## src/rtl/uart_pkg.sv

```systemverilog
// Shared UART definitions: FSM state encoding and line-level constants.
// The PARITY state exists only when UART_TX_PARITY_EN is defined.
package uart_pkg;

  localparam int   DATA_BITS   = 8;
  localparam logic STOP_LEVEL  = 1'b1;
  localparam logic IDLE_LEVEL  = 1'b1;
  localparam logic START_LEVEL = 1'b0;

`ifdef UART_TX_PARITY_EN
  typedef enum logic [2:0] {IDLE, START, DATA, PARITY, STOP} uart_state_t;
`else
  typedef enum logic [2:0] {IDLE, START, DATA, STOP} uart_state_t;
`endif

endpackage

```

## src/rtl/uart_baud_timer.sv

```systemverilog
// Bit-period counter: bit_done pulses for one cycle at the end of each
// CLKS_PER_BIT-cycle bit; restart clears the count.
module uart_baud_timer #(
  parameter int unsigned CLKS_PER_BIT = 868
) (
  input  logic clk,
  input  logic reset,
  input  logic restart,
  input  logic enable,
  output logic bit_done
);

  localparam int unsigned WIDTH = $clog2(CLKS_PER_BIT);
  localparam logic [WIDTH-1:0] LAST = WIDTH'(CLKS_PER_BIT - 1);

  logic [WIDTH-1:0] count_reg;

  assign bit_done = enable && !restart && (count_reg == LAST);

  always_ff @(posedge clk or posedge reset) begin
    if (reset) begin
      count_reg <= '0;
    end else if (restart || bit_done) begin
      count_reg <= '0;
    end else if (enable) begin
      count_reg <= count_reg + WIDTH'(1);
    end
  end

endmodule

```

## src/rtl/uart_tx.sv

```systemverilog
// UART transmitter, 8N1 (8E1 when UART_TX_PARITY_EN is defined), with a
// one-entry holding buffer in front of the shift register.
module uart_tx
  import uart_pkg::*;
#(
  parameter int unsigned CLKS_PER_BIT = 868
) (
  input  logic       clk,
  input  logic       reset,
  input  logic [7:0] tx_data,
  input  logic       tx_valid,
  output logic       tx_ready,
  output logic       tx,
  output logic       tx_busy
);

  localparam logic [2:0] LAST_BIT = 3'(DATA_BITS - 1);

  uart_state_t          state_reg, state_next;
  logic [DATA_BITS-1:0] shift_reg, shift_next;
  logic [DATA_BITS-1:0] buffer_reg;
  logic [DATA_BITS-1:0] load_data;
  logic                 buffer_full_reg, buffer_full_next;
  logic [2:0]           bit_index_reg, bit_index_next;
  logic                 tx_reg, tx_next;
  logic                 bit_done, accept, load, consume, bypass;
`ifdef UART_TX_PARITY_EN
  logic                 parity_reg;
`endif

  uart_baud_timer #(.CLKS_PER_BIT(CLKS_PER_BIT)) u_baud_timer (
    .clk     (clk),
    .reset   (reset),
    .restart (state_reg == IDLE),
    .enable  (state_reg != IDLE),
    .bit_done(bit_done)
  );

  assign accept    = tx_valid && !buffer_full_reg;
  assign load_data = buffer_full_reg ? buffer_reg : tx_data;

  always_comb begin
    state_next     = state_reg;
    shift_next     = shift_reg;
    bit_index_next = bit_index_reg;
    tx_next        = tx_reg;
    load           = 1'b0;
    consume        = 1'b0;
    bypass         = 1'b0;
    case (state_reg)
      IDLE: begin
        tx_next = IDLE_LEVEL;
        if (buffer_full_reg) begin
          state_next = START;
          load       = 1'b1;
          consume    = 1'b1;
        end
      end
      START: begin
        if (bit_done) begin
          state_next     = DATA;
          bit_index_next = '0;
          tx_next        = shift_reg[0];
        end
      end
      DATA: begin
        if (bit_done) begin
          if (bit_index_reg == LAST_BIT) begin
`ifdef UART_TX_PARITY_EN
            state_next = PARITY;
            tx_next    = parity_reg;
`else
            state_next = STOP;
            tx_next    = STOP_LEVEL;
`endif
          end else begin
            bit_index_next = bit_index_reg + 3'd1;
            shift_next     = shift_reg >> 1;
            tx_next        = shift_reg[1];
          end
        end
      end
`ifdef UART_TX_PARITY_EN
      PARITY: begin
        if (bit_done) begin
          state_next = STOP;
          tx_next    = STOP_LEVEL;
        end
      end
`endif
      STOP: begin
        // A byte offered on the last stop cycle goes straight into the shifter
        // so back-to-back frames never leave an idle gap.
        if (bit_done) begin
          if (buffer_full_reg) begin
            state_next = START;
            load       = 1'b1;
            consume    = 1'b1;
          end else if (tx_valid) begin
            state_next = START;
            load       = 1'b1;
            bypass     = 1'b1;
          end else begin
            state_next = IDLE;
            tx_next    = IDLE_LEVEL;
          end
        end
      end
      default: state_next = IDLE;
    endcase
    if (load) begin
      shift_next = load_data;
      tx_next    = START_LEVEL;
    end
  end

  always_comb begin
    buffer_full_next = buffer_full_reg;
    if (consume) begin
      buffer_full_next = 1'b0;
    end else if (accept && !bypass) begin
      buffer_full_next = 1'b1;
    end
  end

  always_ff @(posedge clk or posedge reset) begin
    if (reset) begin
      state_reg       <= IDLE;
      shift_reg       <= '0;
      buffer_reg      <= '0;
      buffer_full_reg <= 1'b0;
      bit_index_reg   <= '0;
      tx_reg          <= IDLE_LEVEL;
`ifdef UART_TX_PARITY_EN
      parity_reg      <= 1'b0;
`endif
    end else begin
      state_reg       <= state_next;
      shift_reg       <= shift_next;
      buffer_full_reg <= buffer_full_next;
      bit_index_reg   <= bit_index_next;
      tx_reg          <= tx_next;
      if (accept && !bypass) begin
        buffer_reg <= tx_data;
      end
`ifdef UART_TX_PARITY_EN
      if (load) begin
        parity_reg <= ^load_data;
      end
`endif
    end
  end

  assign tx       = tx_reg;
  assign tx_ready = !buffer_full_reg;
  assign tx_busy  = (state_reg != IDLE) || buffer_full_reg;

endmodule

```

## config.mk

```make
export PLATFORM = sky130hd
export DESIGN_NAME = uart_tx
export DESIGN_NICKNAME = d
export VERILOG_FILES = /design/src/rtl/uart_pkg.sv /design/src/rtl/uart_baud_timer.sv /design/src/rtl/uart_tx.sv
export SDC_FILE = /design/constraint.sdc
export NUM_CORES = 1
export LEC_CHECK = 0
export ABC_AREA = 1
export CAP_MARGIN = 40
export CORE_MARGIN = 5
export CORE_UTILIZATION = 60
export CTS_CLUSTER_DIAMETER = 60
export DETAILED_ROUTE_END_ITERATION = 8
export GPL_TIMING_DRIVEN = 0
export PLACE_DENSITY = 0.83
export SETUP_SLACK_MARGIN = 0.5
export SYNTH_ARGS = -nofsm -noshare
export SYNTH_HDL_FRONTEND = slang
export SYNTH_HIERARCHICAL = 1
export SYNTH_SLANG_ARGS = --single-unit
```

## constraint.sdc

```tcl
create_clock -name clk -period 4.2 [get_ports clk]
set_input_delay 0.84 -clock clk [delete_from_list [all_inputs] [get_ports clk]]
set_output_delay 0.84 -clock clk [all_outputs]
set_load 0.01 [all_outputs]
```

Yosys cells after proc, flatten, opt, wreduce, memory -nomap -nowiden
Index checks and enable logic that the tools add are counted.
{ "totals": {"register_bits": 34, "input_bits": 11, "output_inout_bits": 3, "elab_cells": 86} }
{ "classes": {"n_addsub": 2, "n_eq_ne": 17, "muxes": 39, "n_reduce_logical": 21} }
{ "ops": {"columns": ["op", "n"], "rows": [
  ["$mux 8", 5],
  ["$mux 3", 8],
  ["$mux 10", 2],
  ["$mux 1", 19],
  ["$pmux 3 s4", 1],
  ["$add 10x1->10 const B", 1],
  ["$eq 10x10->1 const B", 1],
  ["$reduce_bool 2->1", 5],
  ["$ne 3x2->1 const B", 3],
  ["$ne 2x2->1 const B", 4],
  ["$eq 3x2->1 const B", 2],
  ["$ne 2x1->1 const B", 3],
  ["$ne 3x3->1 const B", 2],
  ["$pmux 3 s2", 1],
  ["$reduce_and 6->1", 1],
  ["$reduce_and 5->1", 1],
  ["$reduce_bool 5->1", 1],
  ["$logic_and 1x1->1", 4],
  ["$pmux 1 s2", 2],
  ["$pmux 1 s4", 1],
  ["$reduce_and 4->1", 1],
  ["$add 3x1->3 const B", 1],
  ["$eq 3x1->1 const B", 1],
  ["$eq 3x3->1 const B", 1],
  ["5 further kinds", 8]
]} }

Depth between registers and ports, before layout
Gate-level depths: netlist of run 1.
{ "logic_depth": {"ltp_word": 10, "ltp_mapped": 14, "mapped_depth_nobuf": 12} }

Cells and area by module
Netlist of run 1, hierarchy kept.
{ "by_module_without_submodules": {"columns": ["module", "n_inst", "cells_per_inst", "area_per_inst_um2", "seq_area_each_um2"], "rows": [
  ["uart_tx", 1, 156, 1263.7, 576.8],
  ["uart_baud_timer", 1, 73, 620.6, 250.2]
]} }

Least setup slack after synthesis of run 1
Ideal clock, no wire load.
{ "synth_timing": {"path_kind": "register to register", "startpoint": "register state_reg[0]", "endpoint": "register shift_reg[4]", "setup_ps": 68, "t_arrival_ps": 1924, "required_ps": 4132, "setup_slack_ps": 2208, "path_stages_with_launch": 15, "n_path_buf": 2, "synth_period_minus_slack_ps": 1992, "cell_sequence": "dfrtp_1 inv_1 ha_1 inv_2 buf_6 nand2_1 nor2_2 nand3b_2 inv_1 nand2_1 o21ai_2 nand2_2 buf_6 or2_0 nand3_1"} }
{ "synth_via": {"elab_chain_len": 8, "word_cells_on_any_way": 14, "classes_between": "3 x eq/ne; 3 x mux; 8 x reduce/logical"} }
{ "synth_lines": {"columns": ["element", "line", "rtl"], "rows": [
  ["start: declaration", "uart_tx.sv:19", "uart_state_t state_reg, state_next;"],
  ["start signal: assignment", "uart_tx.sv:138", "state_reg <= state_next;"],
  ["$logic_not 3->1", "uart_tx.sv:34", ".restart (state_reg == IDLE),"],
  ["$logic_not 1->1", "uart_baud_timer.sv:18", "assign bit_done = enable && !restart && (count_reg == LAST);"],
  ["$logic_and 1x1->1 * (2 in a row)", "uart_baud_timer.sv:18", null],
  ["via bit_done", "uart_tx.sv:26", "logic bit_done, accept, load, consume, bypass;"],
  ["$mux 1", "uart_tx.sv:94", "if (bit_done) begin"],
  ["$pmux 1 s2", "uart_tx.sv:50", "case (state_reg)"],
  ["$ne 2x2->1 (no line) or $reduce_bool 2->1 (tied branches)", null, null],
  ["$reduce_and 3->1 (no line)", null, null],
  ["end signal: assignment", "uart_tx.sv:139", "shift_reg <= shift_next;"],
  ["end: declaration", "uart_tx.sv:20", "logic [DATA_BITS-1:0] shift_reg, shift_next;"]
]} }
Mark *: on every way through the listed nets, which the timed path passes. The rest lies on a longest branch.
A chain may end at the register's enable or synchronous reset.

Final worst setup path of run 1
{ "layout_timing": {"startpoint": "register state_reg[1]", "endpoint": "output tx_busy"} }
{ "layout_via": {"elab_chain_len": 2} }
{ "layout_lines": {"columns": ["element", "line", "rtl"], "rows": [
  ["$reduce_bool 3->1", "uart_tx.sv:156", "assign tx_busy = (state_reg != IDLE) || buffer_full_reg;"],
  ["$logic_or 1x1->1", "uart_tx.sv:156", null],
  ["end: declaration", "uart_tx.sv:14", "output logic tx_busy"]
]} }
No other way between the ends.

==> results of run 1 <==
==> critical path, stage by stage (launching register included) <==
cell and delay, ns:
dfrtp_1 0.42, inv_1 0.08, ha_1 0.27, nand2_2 0.12, clkdlybuf4s50_1 0.53
==> cell type report <==
cell class              instances  area share
plain buffers                   6      0.0240
clock buffers                   8      0.0229
inverters                      32      0.0563
multi-input cells             158       0.415
flip-flops and latches         33       0.388
well taps                      44      0.0258
repair buffers                 14      0.0680
==> routing by layer <==
layer  up-vias  wire length [um]
met2        43              1610
met1       720              1680
met5         -                 0
li1        772                 -
met4         0                65
met3         6               194
==> cells by family (layout without fill, tap and decap cells) <==
| logic type | Yosys count | after routing |
|---|---|---|
| xor+xnor | 5 | 5 |
| flops | 33 | 33 |
| fa+ha+maj | 7 | 7 |
| compound gates | 24 | 24 |
| mux | 2 | 2 |
| simple gates | 120 | 120 |
| buf+inv | 38 | 60 |
==> through the flow <==
step           hold slack, ns   util  setup slack [ns]  power, W
2_1_floorplan           0.454      -              2.21  0.000409
3_3_place_gp            0.467  0.683              1.95  0.000431
3_5_place_dp            0.475  0.688              1.91  0.000434
4_1_cts                 0.499  0.705              1.56  0.000606
5_1_grt                 0.523  0.705              1.49  0.000635
6_report                0.493  0.705              1.60  0.000596
==> power by group through the flow <==
stage / Sequential [W] / Clock [W] / Combinational [W]
5_1_grt: 0.000360 / 0.000193 / 0.0000826
6_report: 0.000356 / 0.000169 / 0.0000714
3_5_place_dp: 0.000362 / 0 / 0.0000726
3_3_place_gp: 0.000361 / 0 / 0.0000698
4_1_cts: 0.000356 / 0.000178 / 0.0000727
2_1_floorplan: 0.000359 / 0 / 0.0000493
==> how the worst min path moves through the flow <==
| stage | start | to | cells past startpoint |
|---|---|---|---|
| after floorplan | buffer_reg[3]$_DFFE_PP0P_ | buffer_reg[3]$_DFFE_PP0P_ | 2 |
| after global routing | buffer_reg[5]$_DFFE_PP0P_ | buffer_reg[5]$_DFFE_PP0P_ | 2 |
| after detailed placement | buffer_reg[4]$_DFFE_PP0P_ | buffer_reg[4]$_DFFE_PP0P_ | 2 |
| after global placement | buffer_reg[3]$_DFFE_PP0P_ | buffer_reg[3]$_DFFE_PP0P_ | 2 |
| after CTS | buffer_reg[4]$_DFFE_PP0P_ | buffer_reg[4]$_DFFE_PP0P_ | 2 |
| final | buffer_reg[4]$_DFFE_PP0P_ | buffer_reg[4]$_DFFE_PP0P_ | 2 |
==> synth_stat cells <==
master    number
o21ai_0        6
nor3_2         1
nand2_1       46
a21oi_1        1
nand3b_2       1
nand2_2        2
a211oi_1       1
nor3_1         1
ha_1           7
or2_1          4
nor2_4         2
nand3_2        4
o21ai_2        1
nor2_1        15
inv_1         30
buf_6          3
nor2_2         9
or2_0          3
inv_2          1
buf_2          2
o21ai_1       15
clkinv_1       1
dfrtp_1       32
buf_4          1
nand2_4        1
xnor2_1        1
nand3_1       27
nand4_1        3
nand4_2        1
dfstp_2        1
xor2_1         4
mux2i_1        2
==> flow_summary_export.csv, run 1 <==
group,metric,value,unit
sta,setup_viol,0,
critical_path,worstSetupStartpointType,"flop",
sta,setup_tns,0,ns
critical_path,ff2ff_setup_slack,1.91,ns
synth,synth-simple-area-share,0.323,
global_routing,gr-usage-met3,0.0510,
synth,synthesis.nets,247,
sta,period_share,0.619,
global_routing,grt_pass1_vias,1445,
floorplan,dieArea,4360,um2
floorplan,boundaryPins,14,
synth,synth-xor-area-share,0.0232,
drt,vias,1541,
place,gp_congestion,0.847,
layout,regArea,827,um2
place,placed_cell_area,2080,um2
critical_path,reg2reg_to,"shift_reg[4]$_DFFE_PP0P_",
layout,layout_common_cells,"46 x nand2_1, 32 x dfrtp_1, 30 x inv_1",
power,p_leak,1.04,nW
power,power.share.clock,0.284,
critical_path,critPathMaxFanout,5,
sta,min_period,2.60,ns
global_routing,grt-busiest-layer,"met2",
drt,vias_per_cell,5.22,
power,p_int,0.000445,W
drt,dr.pass1.iters,4,
layout,finalNetCount,268,
layout,area_delta_synth_final,13.2,%
synth,synth_cell_types,32,
synth,synth_top_family_by_area,"simple AND/OR/NAND/NOR gates",
drt,drc,0,
synth,synth_top_cell_by_area,"dfrtp_1",
floorplan,die_h,66.0,um
synth,ys_top_cells_by_area,"dfrtp_1 42%, nand2_1 9.2%, nand3_1 7.2%",
layout,final_cell_area,2130,um2
critical_path,end_kind,"primary output",
global_routing,grt_pass1_wl,6.26,mm
synth,synth.top_cell.area_share,0.425,
layout,largest_reg_flops,10,
sta,worst_pin_slew,0.535,ns
place,placed_cells_incl_taps,287,
drt,postRouteAntennaNets,0,
floorplan,die_width,66.0,um
sta,fmax,385,MHz
clock_network,path_clk_slew,0.10,ns
flow_run,maxCapViolCount,0,
sta,maxSlewHeadroom,0.643,
power,power.switching,0.000151,W
layout,n_antenna_cell,0,
sta,finalHoldViolCount,0,
sta,drv_slew,0,
place,dp_hpwl,2.58,mm
synth,synthCells,229,
status,status,"completed",
synth,ys_seq_area_frac,0.439,
global_routing,grt_overflow,0,
synth,muxShareOfSynthArea,0.0106,
floorplan,start_util,0.622,
layout,final.fill_count,257,
clock_network,hold_buffers,0,
synth,synth_compound_area_frac,0.0671,
clock_network,cts_buffers,5,
drt,wl_per_cell,12.0,um
power,netSwitchingFraction,0.254,
power,ir_drop,0.199,mV
critical_path,critPathArrivalTime,1.76,ns
layout,layout-drive-gt1-share,0.143,
critical_path,cp.required,3.36,ns
place,port_buffers,13,
global_routing,grt_max_degree,14,
power,p_per_area,280,nW/um2
critical_path,endpoint,"tx_busy",
synth,synth_area,1880,um2
drt,first_iter_violations,95,
clock_network,cts_root_buf,"clkbuf_4",
layout,multi_input_area,886,um2
synth,avgSynthCellArea,8.23,um2
clock_network,post_cts_resized,0,
clock_network,cts_tree,"done",
clock_network,cts_setup_buffers,0,
synth,synthAdderAreaFrac,0.0465,
drt,routed_wl,3.55,mm
clock_network,htree_levels,2,
critical_path,timing.rr.start,"state_reg[1]$_DFFE_PP0P_",
sta,fin_skew,0.00627,ns
clock_network,numClockSinks,33,
clock_network,clock_path_buffers,2,
critical_path,worstRegToRegCells,14,
global_routing,grt_util_met2,0.304,
global_routing,antenna_found_initial,0,
power,p_seq_frac,0.597,
critical_path,path_class,"flop to primary output",
sta,rsz0062_at_grt,"no",
layout,fin_cells,295,
floorplan,rows,20,
synth,ys.warnings.count,6,
power,p_comb_frac,0.120,
synth,ys_ff_latch,33,
layout,layout_commonest_cell,"nand2_1",
global_routing,grtUsageMet1,0.245,
critical_path,startpoint,"state_reg[1]$_DFFE_PP0P_",
hold_path,hold_path_class,"flop to flop",
floorplan,core_area,3030,um2
global_routing,grtUsageTotal,0.192,
clock_network,insertion_delay,0.33,ns
Power figures use the tool's default switching activity.
==> run 2: changes to the inputs <==
- CORE_UTILIZATION: 60 -> 52
- PLACE_DENSITY: 0.83 -> 0.77
- clock period: 4.2 -> 2.2 ns (I/O delays scaled with it)
==> flow_summary_export.csv, run 2 (synthesis results as in run 1) <==
group,metric,value,unit
power,p_leak,1.24,nW
global_routing,grt_max_degree,15,
floorplan,core_area,3420,um2
floorplan,die_width,70.2,um
layout,final.fill_count,258,
drt,vias,1721,
sta,fmax,540,MHz
hold_path,hold_path_class,"primary input to async pin",
critical_path,worstRegToRegCells,14,
place,port_buffers,13,
place,gp_congestion,0.780,
flow_run,maxCapViolCount,0,
floorplan,die_h,70.2,um
critical_path,worstSetupStartpointType,"flop",
drt,postRouteAntennaNets,0,
floorplan,boundaryPins,14,
sta,setup_viol,0,
power,p_per_area,501,nW/um2
sta,finalHoldViolCount,0,
drt,routed_wl,4.72,mm
drt,vias_per_cell,5.34,
clock_network,clock_path_buffers,2,
floorplan,rows,21,
sta,maxSlewHeadroom,0.737,
clock_network,numClockSinks,33,
clock_network,cts_tree,"done",
critical_path,critPathMaxFanout,5,
critical_path,reg2reg_to,"shift_reg[5]$_DFFE_PP0P_",
sta,drv_slew,0,
sta,min_period,1.85,ns
global_routing,grt_pass1_wl,7.17,mm
clock_network,path_clk_slew,0.12,ns
layout,final_util,0.734,
floorplan,start_util,0.552,
critical_path,ff2ff_setup_slack,0.35,ns
sta,hold_ws,0.392,ns
clock_network,cts_buffers,5,
layout,n_antenna_cell,0,
global_routing,grtUsageTotal,0.180,
critical_path,timing.rr.start,"state_reg[1]$_DFFE_PP0P_",
critical_path,path_class,"flop to flop",
floorplan,dieArea,4930,um2
global_routing,grt_overflow,0,
layout,area_delta_synth_final,33.0,%
critical_path,cp.required,2.48,ns
sta,period_share,0.842,
clock_network,htree_levels,2,
sta,worst_pin_slew,0.394,ns
critical_path,endpoint,"shift_reg[5]$_DFFE_PP0P_",
critical_path,critPathArrivalTime,2.13,ns
place,dp_hpwl,2.64,mm
layout,layout-drive-gt1-share,0.301,
sta,fin_skew,0.0175,ns
global_routing,antenna_found_initial,0,
drt,first_iter_violations,125,
global_routing,grt_pass1_vias,1689,
layout,finalNetCount,293,
layout,largest_reg_flops,10,
clock_network,cts_root_buf,"clkbuf_4",
critical_path,startpoint,"state_reg[1]$_DFFE_PP0P_",
power,ir_drop,0.460,mV
layout,layout_commonest_cell,"nand2_1",
drt,wl_per_cell,14.7,um
sta,rsz0062_at_grt,"yes",
sta,setup_tns,0,ns
drt,dr.pass1.iters,4,
clock_network,hold_buffers,0,
clock_network,insertion_delay,0.34,ns
drt,drc,0,
layout,layout_common_cells,"44 x nand2_1, 32 x dfrtp_1, 26 x inv_1",
status,status,"completed",
critical_path,end_kind,"flop",
-- run 2: worst min-delay path by stage --
| stage | slack (ns) | endpoint | cells after the start |
|---|---|---|---|
| 6_report | 0.39 | u_baud_timer/count_reg[1]$_DFFE_PP0P_ | 2 |
| 2_1_floorplan | 0.28 | u_baud_timer/count_reg[0]$_DFFE_PP0P_ | 1 |
| 5_1_grt | 0.42 | shift_reg[3]$_DFFE_PP0P_ | 2 |
| 3_3_place_gp | 0.47 | buffer_reg[4]$_DFFE_PP0P_ | 2 |
| 4_1_cts | 0.41 | shift_reg[3]$_DFFE_PP0P_ | 2 |
| 3_5_place_dp | 0.48 | buffer_reg[3]$_DFFE_PP0P_ | 2 |
-- run 2: layout make-up --
type                    count  area, um2  share of cell area
flip-flops and latches     33        827               0.330
repair inverters            1       8.76             0.00349
well taps                  46       57.6              0.0230
repair buffers             36        319               0.127
plain buffers               6       75.1              0.0300
inverters                  32        130              0.0519
multi-input cells         160       1020               0.406
clock buffers               7       65.1              0.0260
clock inverters             1       5.00             0.00200
-- run 2: through the flow --
stage / setup WS (ns) / total power, W / std cells / instance area (um2)
CTS: 0.365 / 0.00123 / 311 / 2390
global route: 0.257 / 0.00133 / 322 / 2510
floorplan: 0.395 / 0.000781 / 229 / 1930
finish: 0.347 / 0.00126 / 322 / 2510
detailed placement: 0.169 / 0.000833 / 289 / 2130
global placement: 0.221 / 0.000822 / 288 / 2120
-- run 2: routing by layer --
metal / vias up / wire, um / track usage
li1: 829 / - / -
met1: 815 / 1890 / 0.207
met2: 55 / 2450 / 0.319
met3: 22 / 189 / 0.0359
met4: 0 / 194 / 0.0851
met5: - / 0 / 0
-- run 2: what timing repair did --
action | in CTS | in global routing
gates cloned | 5 | 1
resized for setup | 27 | 18
setup buffers | 9 | 10
pin swaps | 6 | 3
endpoints found under the setup margin | 26 | 25
-- run 2: critical path, stage by stage, from the launching register on --
cell	delay, ns
dfrtp_1	0.38
inv_2	0.06
ha_4	0.18
inv_4	0.06
buf_8	0.09
nand2_4	0.05
nor2_4	0.10
nand3b_4	0.12
inv_4	0.10
nand2_4	0.06
o21ai_4	0.08
nand2_4	0.10
buf_6	0.15
or2_0	0.20
nand3_1	0.06
-- run 2: power breakdown --
part	internal, W	switching, W	total, W
registers	0.000656	0.0000277	0.000683
logic	0.0000836	0.0000896	0.000173
clock network	0.000185	0.000215	0.000400
total	0.000925	0.000332	0.00126
